===== src/rtl/sad_window_min_tracker.sv =====
// Accumulates two lanes of partial SADs into 4x4 window sums and tracks the minimum and its candidate index.
// Optional build macro SAD_EARLY_EXIT_EN: end the search as soon as the running minimum reaches zero.
module sad_window_min_tracker #(
    parameter int BEATS_PER_WINDOW = 4,
    parameter int NUM_PAIRS        = 64,
    parameter int SUM_W            = 16,
    parameter int IDX_W            = 8
) (
    input  logic             Clk,
    input  logic             Reset,
    input  logic             Start,
    input  logic [12:0]      SAD_value_small_A,
    input  logic [12:0]      SAD_value_small_B,
    input  logic             InValid,
    output logic             InReady,
    output logic             Busy,
    output logic             Done,
    output logic [SUM_W-1:0] MinSAD,
    output logic [IDX_W-1:0] MinIndex
);

    localparam int DATA_W = 13;
    localparam int BC_W   = (BEATS_PER_WINDOW > 1) ? $clog2(BEATS_PER_WINDOW) : 1;
    localparam int PC_W   = (NUM_PAIRS > 1) ? $clog2(NUM_PAIRS) : 1;
    localparam logic [BC_W-1:0] LAST_BEAT = BC_W'(BEATS_PER_WINDOW - 1);
    localparam logic [PC_W-1:0] LAST_PAIR = PC_W'(NUM_PAIRS - 1);

    typedef enum logic [1:0] {
        S_IDLE,
        S_ACCUM,
        S_COMPARE,
        S_DONE
    } state_t;

    state_t            state, state_nxt;
    logic [BC_W-1:0]   beat_cnt;
    logic [PC_W-1:0]   pair_cnt;
    logic [SUM_W-1:0]  acc_a, acc_b;

    logic              xfer;
    logic              last_beat;
    logic              win_b;
    logic [SUM_W-1:0]  win_sad;
    logic              upd;
    logic [SUM_W-1:0]  min_upd;
    logic [IDX_W-1:0]  win_idx;
    logic              finish;

    function automatic logic [SUM_W-1:0] zext(input logic [DATA_W-1:0] v);
        return SUM_W'(v);
    endfunction

    // Pair comparison: lane A wins ties, and only a strictly smaller sum displaces the running minimum
    always_comb begin
        xfer      = (state == S_ACCUM) && InValid;
        last_beat = (beat_cnt == LAST_BEAT);
        win_b     = (acc_b < acc_a);
        win_sad   = win_b ? acc_b : acc_a;
        upd       = (win_sad < MinSAD);
        min_upd   = upd ? win_sad : MinSAD;
        win_idx   = '0;
        win_idx[PC_W:0] = {pair_cnt, win_b};
        finish    = (pair_cnt == LAST_PAIR);
`ifdef SAD_EARLY_EXIT_EN
        if (min_upd == '0) begin
            finish = 1'b1;
        end
`else
`endif
    end

    always_comb begin
        state_nxt = state;
        InReady   = 1'b0;
        Busy      = 1'b0;
        Done      = 1'b0;
        case (state)
            S_IDLE: begin
                if (Start) begin
                    state_nxt = S_ACCUM;
                end
            end
            S_ACCUM: begin
                InReady = 1'b1;
                Busy    = 1'b1;
                if (xfer && last_beat) begin
                    state_nxt = S_COMPARE;
                end
            end
            S_COMPARE: begin
                Busy      = 1'b1;
                state_nxt = finish ? S_DONE : S_ACCUM;
            end
            S_DONE: begin
                Done      = 1'b1;
                state_nxt = S_IDLE;
            end
            default: state_nxt = S_IDLE;
        endcase
    end

    always_ff @(posedge Clk) begin
        if (Reset) begin
            state <= S_IDLE;
        end else begin
            state <= state_nxt;
        end
    end

    always_ff @(posedge Clk) begin
        if (Reset) begin
            beat_cnt <= '0;
            pair_cnt <= '0;
            acc_a    <= '0;
            acc_b    <= '0;
            MinSAD   <= '1;
            MinIndex <= '0;
        end else begin
            case (state)
                S_IDLE: begin
                    if (Start) begin
                        beat_cnt <= '0;
                        pair_cnt <= '0;
                        acc_a    <= '0;
                        acc_b    <= '0;
                        MinSAD   <= '1;
                        MinIndex <= '0;
                    end
                end
                S_ACCUM: begin
                    if (xfer) begin
                        acc_a    <= acc_a + zext(SAD_value_small_A);
                        acc_b    <= acc_b + zext(SAD_value_small_B);
                        beat_cnt <= last_beat ? '0 : beat_cnt + 1'b1;
                    end
                end
                S_COMPARE: begin
                    if (upd) begin
                        MinSAD   <= win_sad;
                        MinIndex <= win_idx;
                    end
                    acc_a <= '0;
                    acc_b <= '0;
                    if (!finish) begin
                        pair_cnt <= pair_cnt + 1'b1;
                    end
                end
                default: ;
            endcase
        end
    end

endmodule


===== config.mk =====
export PLATFORM = sky130hd
export DESIGN_NAME = sad_window_min_tracker
export DESIGN_NICKNAME = d
export VERILOG_FILES = /design/src/rtl/sad_window_min_tracker.sv
export SDC_FILE = /design/constraint.sdc
export NUM_CORES = 1
export LEC_CHECK = 0
export CAP_MARGIN = 20
export CELL_PAD_IN_SITES_DETAIL_PLACEMENT = 0
export CELL_PAD_IN_SITES_GLOBAL_PLACEMENT = 1
export CORE_UTILIZATION = 43
export CTS_CLUSTER_SIZE = 12
export DETAILED_ROUTE_END_ITERATION = 7
export PLACE_DENSITY = 0.79
export SETUP_SLACK_MARGIN = 0.02
export SYNTH_ARGS = -nofsm -noshare
export SYNTH_HDL_FRONTEND = slang
export SYNTH_SLANG_ARGS = --single-unit

===== constraint.sdc =====
create_clock -name Clk -period 4.5 [get_ports Clk]
set_input_delay 0.9 -clock Clk [delete_from_list [all_inputs] [get_ports Clk]]
set_output_delay 0.9 -clock Clk [all_outputs]
set_load 0.03 [all_outputs]

==> results.ini, run 1 <==
[clock_network]
cts_setup_buffers = 0
hold_buffers = 0
cts_tree = yes
cts.htree.levels = 3
clockBufferDepth = 2
cts-buffers-inserted = 9
clk_pin_slew_worst_paths_ns = 0.08
cts.sink_count = 65
clk_latency_ns = 0.35
root_buffer = clkbuf_8
cts_resized = 0

[drt]
drt_pass1_iterations = 5
drc_errors = 0
routed_wl_um = 11870
drtIter0Drc = 151
vias = 4254
viasPerCell = 5.475
routedWlPerCell_um = 15.27
drt.antenna.violating_nets = 0

[power]
ir_drop_uv = 331.6
p_sw_share_pct = 46.59
seq_power_share_pct = 26.1
power.share.combinational_pct = 57.4
power.switching_mw = 1.278
finalPower_mw = 2.742
clkPwrFrac_pct = 16.4
cellLeakagePower_nw = 2.576
cell_internal_pwr_mw = 1.465
power.density_nw_per_um2 = 480.0

[worst_setup_path]
cp.required_ns = 4.73
rr_worst_depth = 18
r2r_slack_ns = 0.36
crit_path_start_kind = register
worstSetupPathType = reg2reg
cp-end-kind = register
critPathMaxFanout = 32
arrival_ns = 4.37
worstReg2RegStart = acc_a[9]
r2r_end = MinSAD[5]

[sta]
maxSlewViolCount = 0
min_period_over_period_pct = 91.99
hold_viol = 0
period_needed_ns = 4.139
max-slew-margin-rel_pct = 39.95
setup_viol = 0
rsz0062_at_grt = no
worst_slew_pin_slew_ns = 0.8959
setup_tns_ns = 0
skew_ns = 0.01457
max_clock_freq_ghz = 0.2416

[yosys]
synth_edf_count = 0
synthFlopType = dfxtp_1
seq_area_frac_synth_pct = 27.04
synth-seq-cells = 65
yosys_warnings = 0
synth_top_family_by_area = compound AO/OA/AOI/OAI gates
synth_compound_area_share_pct = 24.34
synth_area_um2 = 4812
synth_mux_area_share_pct = 5.200
synthCells = 579
synthArstFlopShare_pct = 0
synthTopCellsByArea = dfxtp_1 27%, ha_1 16%, mux2i_1 5.2%
yosys.area_share.xor_xnor_pct = 5.096
syn-num-nets = 674
synth_simple_gate_area_share_pct = 15.96
syn_avg_cell_area_um2 = 8.311
synth_cell_types = 52
yosys.area.top_type = dfxtp_1
synthAdderAreaFrac_pct = 17.21
synth_top_area_share_pct = 27.04

[finish]
drive_above_1_share_pct = 5.495
diodes = 0
final_nets = 727
layout_common_cells = 65 x dfxtp_1, 63 x ha_1, 59 x nor2_1, 55 x nand2_1, 55 x clkdlybuf4s50_1
fillers = 1073
final_common_cell = dfxtp_1
area_growth_pct = 18.72

[grt]
grt_max_degree = 33
grt_pass1_vias = 3863
grt.overflow.total = 0
track_usage_pct = 21.15
grt_pass1_wl_um = 18910
antenna_found_initial = 0

[die]
start_util_pct = 44.20
die_area_um2 = 11620
core.rowCount = 38
die_y_um = 107.8
die_width_um = 107.8
ioPinCount = 57
core-area_um2 = 10890

[worst_hold_path]
min_path_type = reg2reg
holdPathStages = 2
whs_endpoint = MinIndex[0]
hold_start = MinIndex[0]

[place]
gp_congestion = 0.8264
hpwlAfterDp_um = 9312
portBuffers = 55

[run]
drv_cap = 0

[status]
status = completed

==> power by group through the flow <==
stage	Combinational [mW]	Sequential (mW)	Clock, mW
2_1_floorplan	1.12	0.769	0
3_3_place_gp	1.52	0.726	0
3_5_place_dp	1.54	0.730	0
4_1_cts	1.54	0.716	0.458
5_1_grt	1.72	0.726	0.483
6_report	1.57	0.717	0.451
==> area by class of cell <==
class,count,area (um2),share of cell area [%]
repair buffers,64,638.1,11.17
inverters,38,142.6,2.497
flip-flops and latches,65,1301,22.78
clock inverters,7,46.29,0.8103
well taps,140,175.2,3.066
clock buffers,9,123.9,2.168
multi-input cells,454,3286,57.51
==> through the flow <==
step,hold WS [ns],std cells,area [um2],utilization (%),setup WS [ns]
5_1_grt,0.5010,777,5713,52.47,0.02405
3_5_place_dp,0.4731,761,5530,50.79,0.2999
2_1_floorplan,0.4536,579,4812,-,0.6093
6_report,0.4796,777,5713,52.47,0.3606
3_3_place_gp,0.4622,761,5530,50.79,0.3931
4_1_cts,0.4851,777,5700,52.36,0.2885
==> cells in the mapped netlist, drive strengths merged (11+ instances only) <==
cell type	number
dfxtp	65
ha	63
nor2	61
nand2	55
o21ai	40
inv	38
a21oi	36
mux2i	25
clkbuf	19
xnor2	17
o311a	16
a22oi	14
a21o	13
nand2b	12
a22o	11
xor2	11
==> per-layer routing <==
layer  track usage [%]  share of wire, %  up-vias
met2             31.96                43      111
met5                 0                 0        -
met3             4.177               4.9       16
met1             30.12                50     1939
li1                  -                 -     2188
met4             6.164               1.8        0
==> flip-flops by register name, summed over array words and instances, names as in the netlist <==
name      cells
MinIndex      7
MinSAD       16
acc_a        16
acc_b        16
beat_cnt      2
pair_cnt      6
state         2
==> kinds of logic after synthesis <==
| family | count (synthesis) |
|---|---|
| other cells | 1 |
| flops | 65 |
| mux | 25 |
| fa+ha+maj | 65 |
| buf+inv | 60 |
| compound gates | 165 |
| xor+xnor | 28 |
| simple gates | 170 |
==> worst max path at each step <==
stage / end / from / slack [ns] / depth (start not counted)
final: MinSAD[5] / acc_a[9] / 0.36 / 18
after global routing: MinSAD[5] / acc_a[9] / 0.02 / 18
after CTS: MinSAD[6] / acc_a[9] / 0.29 / 18
after detailed placement: MinIndex[1] / acc_a[9] / 0.30 / 18
after global placement: MinIndex[0] / acc_a[9] / 0.39 / 18
after floorplan: MinIndex[0] / acc_a[9] / 0.61 / 18
==> worst max-delay path, stage by stage (launching register included) <==
cell and delay (ns):
dfxtp_1 0.38, inv_1 0.07, ha_1 0.31, a21o_1 0.18, a2111oi_2 0.34, o21ai_1 0.17
a311oi_4 0.32, buf_8 0.26, o21ai_1 0.12, nand2_1 0.09, ha_1 0.25, a21o_1 0.17
a21o_1 0.17, a32oi_1 0.18, nand3_1 0.17, a2111oi_4 0.41, a211oi_4 0.09, buf_12 0.20
mux2i_1 0.13
Note: power is estimated with default switching activity, not from simulation.
==> inputs of run 2 (changes only) <==
clock period = 4.3 ns   (was 4.5 ns; I/O delays follow)
==> run 2 against run 1 <==
Effect of this change:
- clock power rose by 33%
- setup slack got worse by 0.14 ns
- die area did not move
- utilization rose by 1.7 points
- design area rose by 3.2%
- critical path depth did not move
- non-clock buffer count rose by 10
- combinational power rose by 17%
- fmax rose by 1.4%
- first-iteration DRC count rose by 24%
- total power rose by 16%
- critical endpoint is now MinSAD[3]
==> results.ini, run 2 (synthesis results as in run 1) <==
[sta]
hold_viol = 0  ; unchanged
setup_viol = 0  ; unchanged
min_period_over_period_pct = 94.90  ; +2.9 points
maxSlewViolCount = 0  ; unchanged
hold_slack_ns = 0.4790  ; -0.0006200 ns
max-slew-margin-rel_pct = 58.95  ; +19 points
max_clock_freq_ghz = 0.2450  ; +1.4%
skew_ns = 0.01893  ; +0.004357 ns
worst_slew_pin_slew_ns = 0.6136  ; -0.2824 ns
fin_ws_ns = 0.2191  ; -0.1415 ns
period_needed_ns = 4.081  ; -0.05855 ns

[worst_setup_path]
critical_path.max_stage_delay_ns = 0.44  ; +0.03 ns
cp.required_ns = 4.57  ; -0.16 ns
crit_path_start_kind = register
path_buf_inv = 2  ; -1
crit_path_cell_trace = inv_1 > ha_1 > a21o_1 > a2111oi_2 > o21ai_2 > a311oi_4 > nor2_4 > nand2_1 > nand2_1 > ha_1 > nand4_1 > nor3_2 > o21ai_1 > nand3_2 > nor3_4 > a211oi_4 > buf_12 > mux2i_1
cp-end-kind = register
worstSetupPathType = reg2reg
arrival_ns = 4.35  ; -0.02 ns
critPathMaxFanout = 23  ; -28%
crit_family = compound AO/OA/AOI/OAI gates
cpMaxStageDelayCell = dfxtp_1

[finish]
diodes = 0  ; unchanged
fillers = 1038  ; -3.3%
final_nets = 737  ; +1.4%
area_growth_pct = 22.57
final_area_um2 = 5898  ; +3.2%
layout_common_cells = 64 x dfxtp_1, 63 x ha_1, 59 x nor2_1, 55 x nand2_1, 55 x clkdlybuf4s50_1
drive_above_1_share_pct = 7.573  ; +2.1 points
top_regs = MinSAD x16, acc_a x16, acc_b x16
final_common_cell = dfxtp_1

[place]
portBuffers = 55  ; unchanged
place_area_um2 = 5563  ; +0.59%
hpwlAfterDp_um = 9459  ; +1.6%
gp_congestion = 0.8304  ; +0.48%
dp_slack_ns = 0.07069  ; -0.2292 ns

[drt]
vias = 4305  ; +1.2%
drt_pass1_iterations = 4  ; -1
drt.antenna.violating_nets = 0  ; unchanged
drc_errors = 0  ; unchanged
drtIter0Drc = 187  ; +24%
viasPerCell = 5.470  ; about the same
routedWlPerCell_um = 15.39  ; +0.79%
routed_wl_um = 12120  ; +2.1%

[clock_network]
root_buffer = clkbuf_8
cts_tree = yes
cts.sink_count = 65  ; unchanged
clk_pin_slew_worst_paths_ns = 0.08  ; about the same
hold_buffers = 0  ; unchanged
clockBufferDepth = 2  ; unchanged
clk_latency_ns = 0.35  ; about the same
cts-buffers-inserted = 9  ; unchanged
cts.htree.levels = 3  ; unchanged

[die]
core.rowCount = 38  ; unchanged
die_area_um2 = 11620  ; unchanged
core-area_um2 = 10890  ; unchanged
die_width_um = 107.8  ; unchanged
ioPinCount = 57  ; unchanged
start_util_pct = 44.20  ; unchanged
die_y_um = 107.8  ; unchanged

[power]
power.switching_mw = 1.356  ; +6.2%
power.share.combinational_pct = 57.7  ; +0.3 points
cellLeakagePower_nw = 2.678  ; +3.9%
ir_drop_uv = 447.5  ; +35%
p_sw_share_pct = 42.63  ; -4.0 points
cell_internal_pwr_mw = 1.826  ; +25%
seq_power_share_pct = 23.5  ; -2.6 points
finalPower_mw = 3.182  ; +16%
clkPwrFrac_pct = 18.9  ; +2.5 points
power.density_nw_per_um2 = 539.5  ; +12%

[worst_hold_path]
min_path_type = reg2reg

[grt]
grt.overflow.total = 0  ; unchanged
grt_pass1_wl_um = 19450  ; +2.9%
grt_max_degree = 33  ; unchanged
globalRouteMet3Util_pct = 3.450  ; -0.73 points
grt-busiest-layer = met2
track_usage_pct = 21.57  ; +0.43 points
grt_pass1_vias = 3962  ; +2.6%
grtUsageMet2_pct = 33.56  ; +1.6 points
use_met1_pct = 30.56  ; +0.45 points
antenna_found_initial = 0  ; unchanged

[run]
drv_cap = 0  ; unchanged

[status]
status = completed

[run 2: cell types whose count changed in the layout (fill, tap and decap cells not counted), moves of 2 or more]
cell	change
clkinvlp_4	-3
buf_4	+9
clkbuf_8	+2
clkinv_2	-2
bufinv_16	+2
[run 2: stage by stage]
stage	cells	utilization, %	setup TNS, ns
finish	787	54.17	0
global route	787	54.17	-0.009677
CTS	782	53.19	0
floorplan	579	-	0
global placement	766	51.09	0
detailed placement	766	51.09	0
[run 2: power by group through the flow]
stage / Clock, mW / Combinational, mW / Sequential [mW]
2_1_floorplan: 0 / 1.17 / 0.805
3_3_place_gp: 0 / 1.59 / 0.756
3_5_place_dp: 0 / 1.61 / 0.760
4_1_cts: 0.610 / 1.62 / 0.746
5_1_grt: 0.636 / 1.97 / 0.758
6_report: 0.600 / 1.83 / 0.747
[run 2: timing repair]
item | CTS | global route
buffers inserted | 0 | 4
gates resized for setup | 0 | 11
setup endpoints to repair | 0 | 23
[run 2: metal layers]
layer	vias up	part of all wire [%]
met5	-	0
met1	1975	50
met3	16	5.1
met4	0	1.9
li1	2210	-
met2	104	43
[run 2: tightest hold or removal path: stages, from the launching register on]
cell,delay (ns)
dfxtp_1,0.31
nand2b_1,0.06
mux2i_1,0.06
[run 2: worst paths after layout]
path	from	cells after the start	to	slack [ns]
min	MinIndex[6]	2	MinIndex[6]	0.48
max reg2reg	acc_a[8]	18	MinSAD[3]	0.22
min reg2reg	MinIndex[6]	2	MinIndex[6]	0.48
max	acc_a[8]	18	MinSAD[3]	0.22
[run 2: final cells by class]
class                           instances  area (um2)  share of cell area, %
Clock buffer                           12       155.1                  2.630
Inverter                               38       142.6                  2.418
Tap cell                              140       175.2                  2.970
Multi-Input combinational cell        454        3313                  56.17
Sequential cell                        65        1303                  22.08
Clock inverter                          4       73.82                  1.252
Timing Repair Buffer                   74       735.7                  12.47
==> inputs of run 3 (changes only) <==
CTS_BUF_LIST = sky130_fd_sc_hd__clkbuf_16   (was not set)
==> run 3 against run 2 <==
Effect of this change:
- hold slack lost 0.0061 ns
- flip-flop and latch count unchanged
- clock skew decreased by 0.0054 ns
- sequential share of layout area is 0.40 points lower
- via count increased by 1.5%
- setup slack got worse by 0.017 ns
- count of clock-buffer cells in the layout fell by 3
- critical path type unchanged
- fmax down 0.41%
- die area stayed put
==> results.ini, run 3 (synthesis results as in run 1) <==
[status]
status = completed

[drt]
met3WireLength_um = 477  ; -23%
drc_errors = 0  ; unchanged
wl_met1_um = 6179  ; +2.3%
drtIter0Drc = 177  ; -5.3%
maxUsedRoutingLayer = met4
viasPerCell = 5.530  ; +1.1%
routed_wl_um = 12280  ; +1.3%
drt.antenna.violating_nets = 0  ; unchanged
drt_pass1_iterations = 5  ; +1
routedWlPerCell_um = 15.54  ; +0.96%
met2_wirelength_um = 5416  ; +3.5%
vias = 4369  ; +1.5%

[die]
die_width_um = 107.8  ; unchanged
die_area_um2 = 11620  ; unchanged
die_y_um = 107.8  ; unchanged
core-area_um2 = 10890  ; unchanged
ioPinCount = 57  ; unchanged
start_util_pct = 44.20  ; unchanged
core.rowCount = 38  ; unchanged

[finish]
instances_no_fill = 790  ; +0.38%
top_regs = MinSAD x16, acc_a x16, acc_b x16
diodes = 0  ; unchanged
final_nets = 740  ; +0.41%
layout_common_cells = 65 x dfxtp_1, 63 x ha_1, 59 x nor2_1, 55 x nand2_1, 55 x clkdlybuf4s50_1
final_common_cell = dfxtp_1
area_growth_pct = 24.70
drive_above_1_share_pct = 7.538  ; -0.035 points
multi_input_area_um2 = 3313  ; unchanged
final_area_um2 = 6001  ; +1.7%
seq_area_um2 = 1301  ; about the same
fillers = 1024  ; -1.3%

[sta]
hold_viol = 0  ; unchanged
setup_tns_ns = 0  ; unchanged
max_clock_freq_ghz = 0.2440  ; -0.41%
max-slew-margin-rel_pct = 58.25  ; -0.69 points
setup_viol = 0  ; unchanged
rsz0062_at_grt = no
period_needed_ns = 4.098  ; +0.01671 ns
maxSlewViolCount = 0  ; unchanged
min_period_over_period_pct = 95.29  ; +0.39 points
worst_slew_pin_slew_ns = 0.6239  ; +0.01036 ns
skew_ns = 0.01353  ; -0.005402 ns

[worst_hold_path]
whs_endpoint = MinIndex[6]
min_path_type = reg2reg
holdPathStages = 2  ; unchanged
hold_start = MinIndex[6]

[grt]
grt.overflow.total = 0  ; unchanged
grt_pass1_wl_um = 19490  ; +0.17%
track_usage_pct = 21.65  ; +0.077 points
grt_pass1_vias = 3995  ; +0.83%
grt_max_degree = 33  ; unchanged
antenna_found_initial = 0  ; unchanged

[worst_setup_path]
worstSetupPathType = reg2reg
crit_path_start_kind = register
crit_path_cell_trace = inv_1 > ha_1 > a21o_1 > a2111oi_2 > o21ai_2 > a311oi_4 > nor2_4 > nand2_1 > nand2_1 > ha_1 > nand4_1 > nor3_2 > o21ai_1 > nand3_2 > nor3_4 > a211oi_4 > buf_12 > mux2i_1
rr_worst_depth = 18  ; unchanged
cpMaxStageDelayCell = a311oi_4
cp-end-kind = register
critPathMaxFanout = 23  ; unchanged
arrival_ns = 4.34  ; about the same
r2r_end = MinSAD[2]
r2r_slack_ns = 0.20  ; -0.02 ns
worstReg2RegStart = acc_a[9]
critical_path.max_stage_delay_ns = 0.42  ; -0.02 ns
cp.required_ns = 4.55  ; -0.02 ns

[place]
gp_congestion = 0.8304  ; unchanged
dpl.cell_count = 766  ; unchanged
portBuffers = 55  ; unchanged
place_area_um2 = 5563  ; unchanged
hpwlAfterDp_um = 9459  ; unchanged

[clock_network]
cts-buffers-inserted = 9  ; unchanged
cts.sink_count = 65  ; unchanged
clockBufferDepth = 2  ; unchanged
cts_tree = yes
clk_latency_ns = 0.33  ; -0.02 ns
cts.htree.levels = 3  ; unchanged
root_buffer = clkbuf_16
clk_pin_slew_worst_paths_ns = 0.05  ; -0.03 ns

[power]
power.density_nw_per_um2 = 566.4  ; +5.0%
cellLeakagePower_nw = 2.732  ; +2.0%
ir_drop_uv = 463.0  ; +3.5%
finalPower_mw = 3.399  ; +6.8%

[run]
drv_cap = 0  ; unchanged

run 3: critical path, delay by kind of cell (launching register included):
family                   cells  cell delay, ns
AO/OA/AOI/OAI                6            1.52
adder cells (fa/ha/maj)      2            0.61
buffers and inverters        2            0.32
flip-flops                   1            0.38
multiplexers                 1            0.23
AND/OR/NAND/NOR              7            0.95
run 3: layout make-up:
class / instances / area share (%)
clock buffers: 9 / 3.753
multi-input cells: 454 / 55.21
flip-flops and latches: 65 / 21.68
repair buffers: 77 / 12.64
inverters: 38 / 2.377
well taps: 140 / 2.919
clock inverters: 7 / 1.418
run 3: where the power goes:
group | internal, mW | switching [mW] | leakage (nW)
registers | 0.676 | 0.0731 | 0.526
clock network | 0.502 | 0.263 | 0.156
logic | 0.832 | 1.05 | 2.05
run 3: what timing repair did:
action	4_1_cts	5_1_grt
resized for setup	0	10
setup endpoints to repair	0	23
setup buffers	0	7
hold buffers	0	0
run 3: how the worst max path moves through the flow:
stage                  start     endpoint  slack [ns]
floorplan           acc_a[9]  MinIndex[0]        0.41
global placement    acc_a[9]  MinIndex[0]        0.22
detailed placement  acc_a[9]  MinIndex[2]        0.07
CTS                 acc_a[9]    MinSAD[2]        0.02
global route        acc_a[9]    MinSAD[2]       0.004
finish              acc_a[9]    MinSAD[2]        0.20
run 3: stage by stage:
step | hold WS (ns) | worst slack, ns | util (%)
2_1_floorplan | 0.4536 | 0.4093 | -
3_3_place_gp | 0.4627 | 0.2214 | 51.09
3_5_place_dp | 0.4680 | 0.07069 | 51.09
4_1_cts | 0.4772 | 0.02484 | 53.94
5_1_grt | 0.4878 | 0.003912 | 55.11
6_report | 0.4729 | 0.2024 | 55.11
run 3: layer usage:
| metal | vias to the layer above | track usage [%] |
|---|---|---|
| met1 | 2032 | 30.19 |
| met2 | 102 | 34.02 |
| met4 | 0 | 5.969 |
| met3 | 15 | 3.814 |
| met5 | - | 0 |
| li1 | 2220 | - |
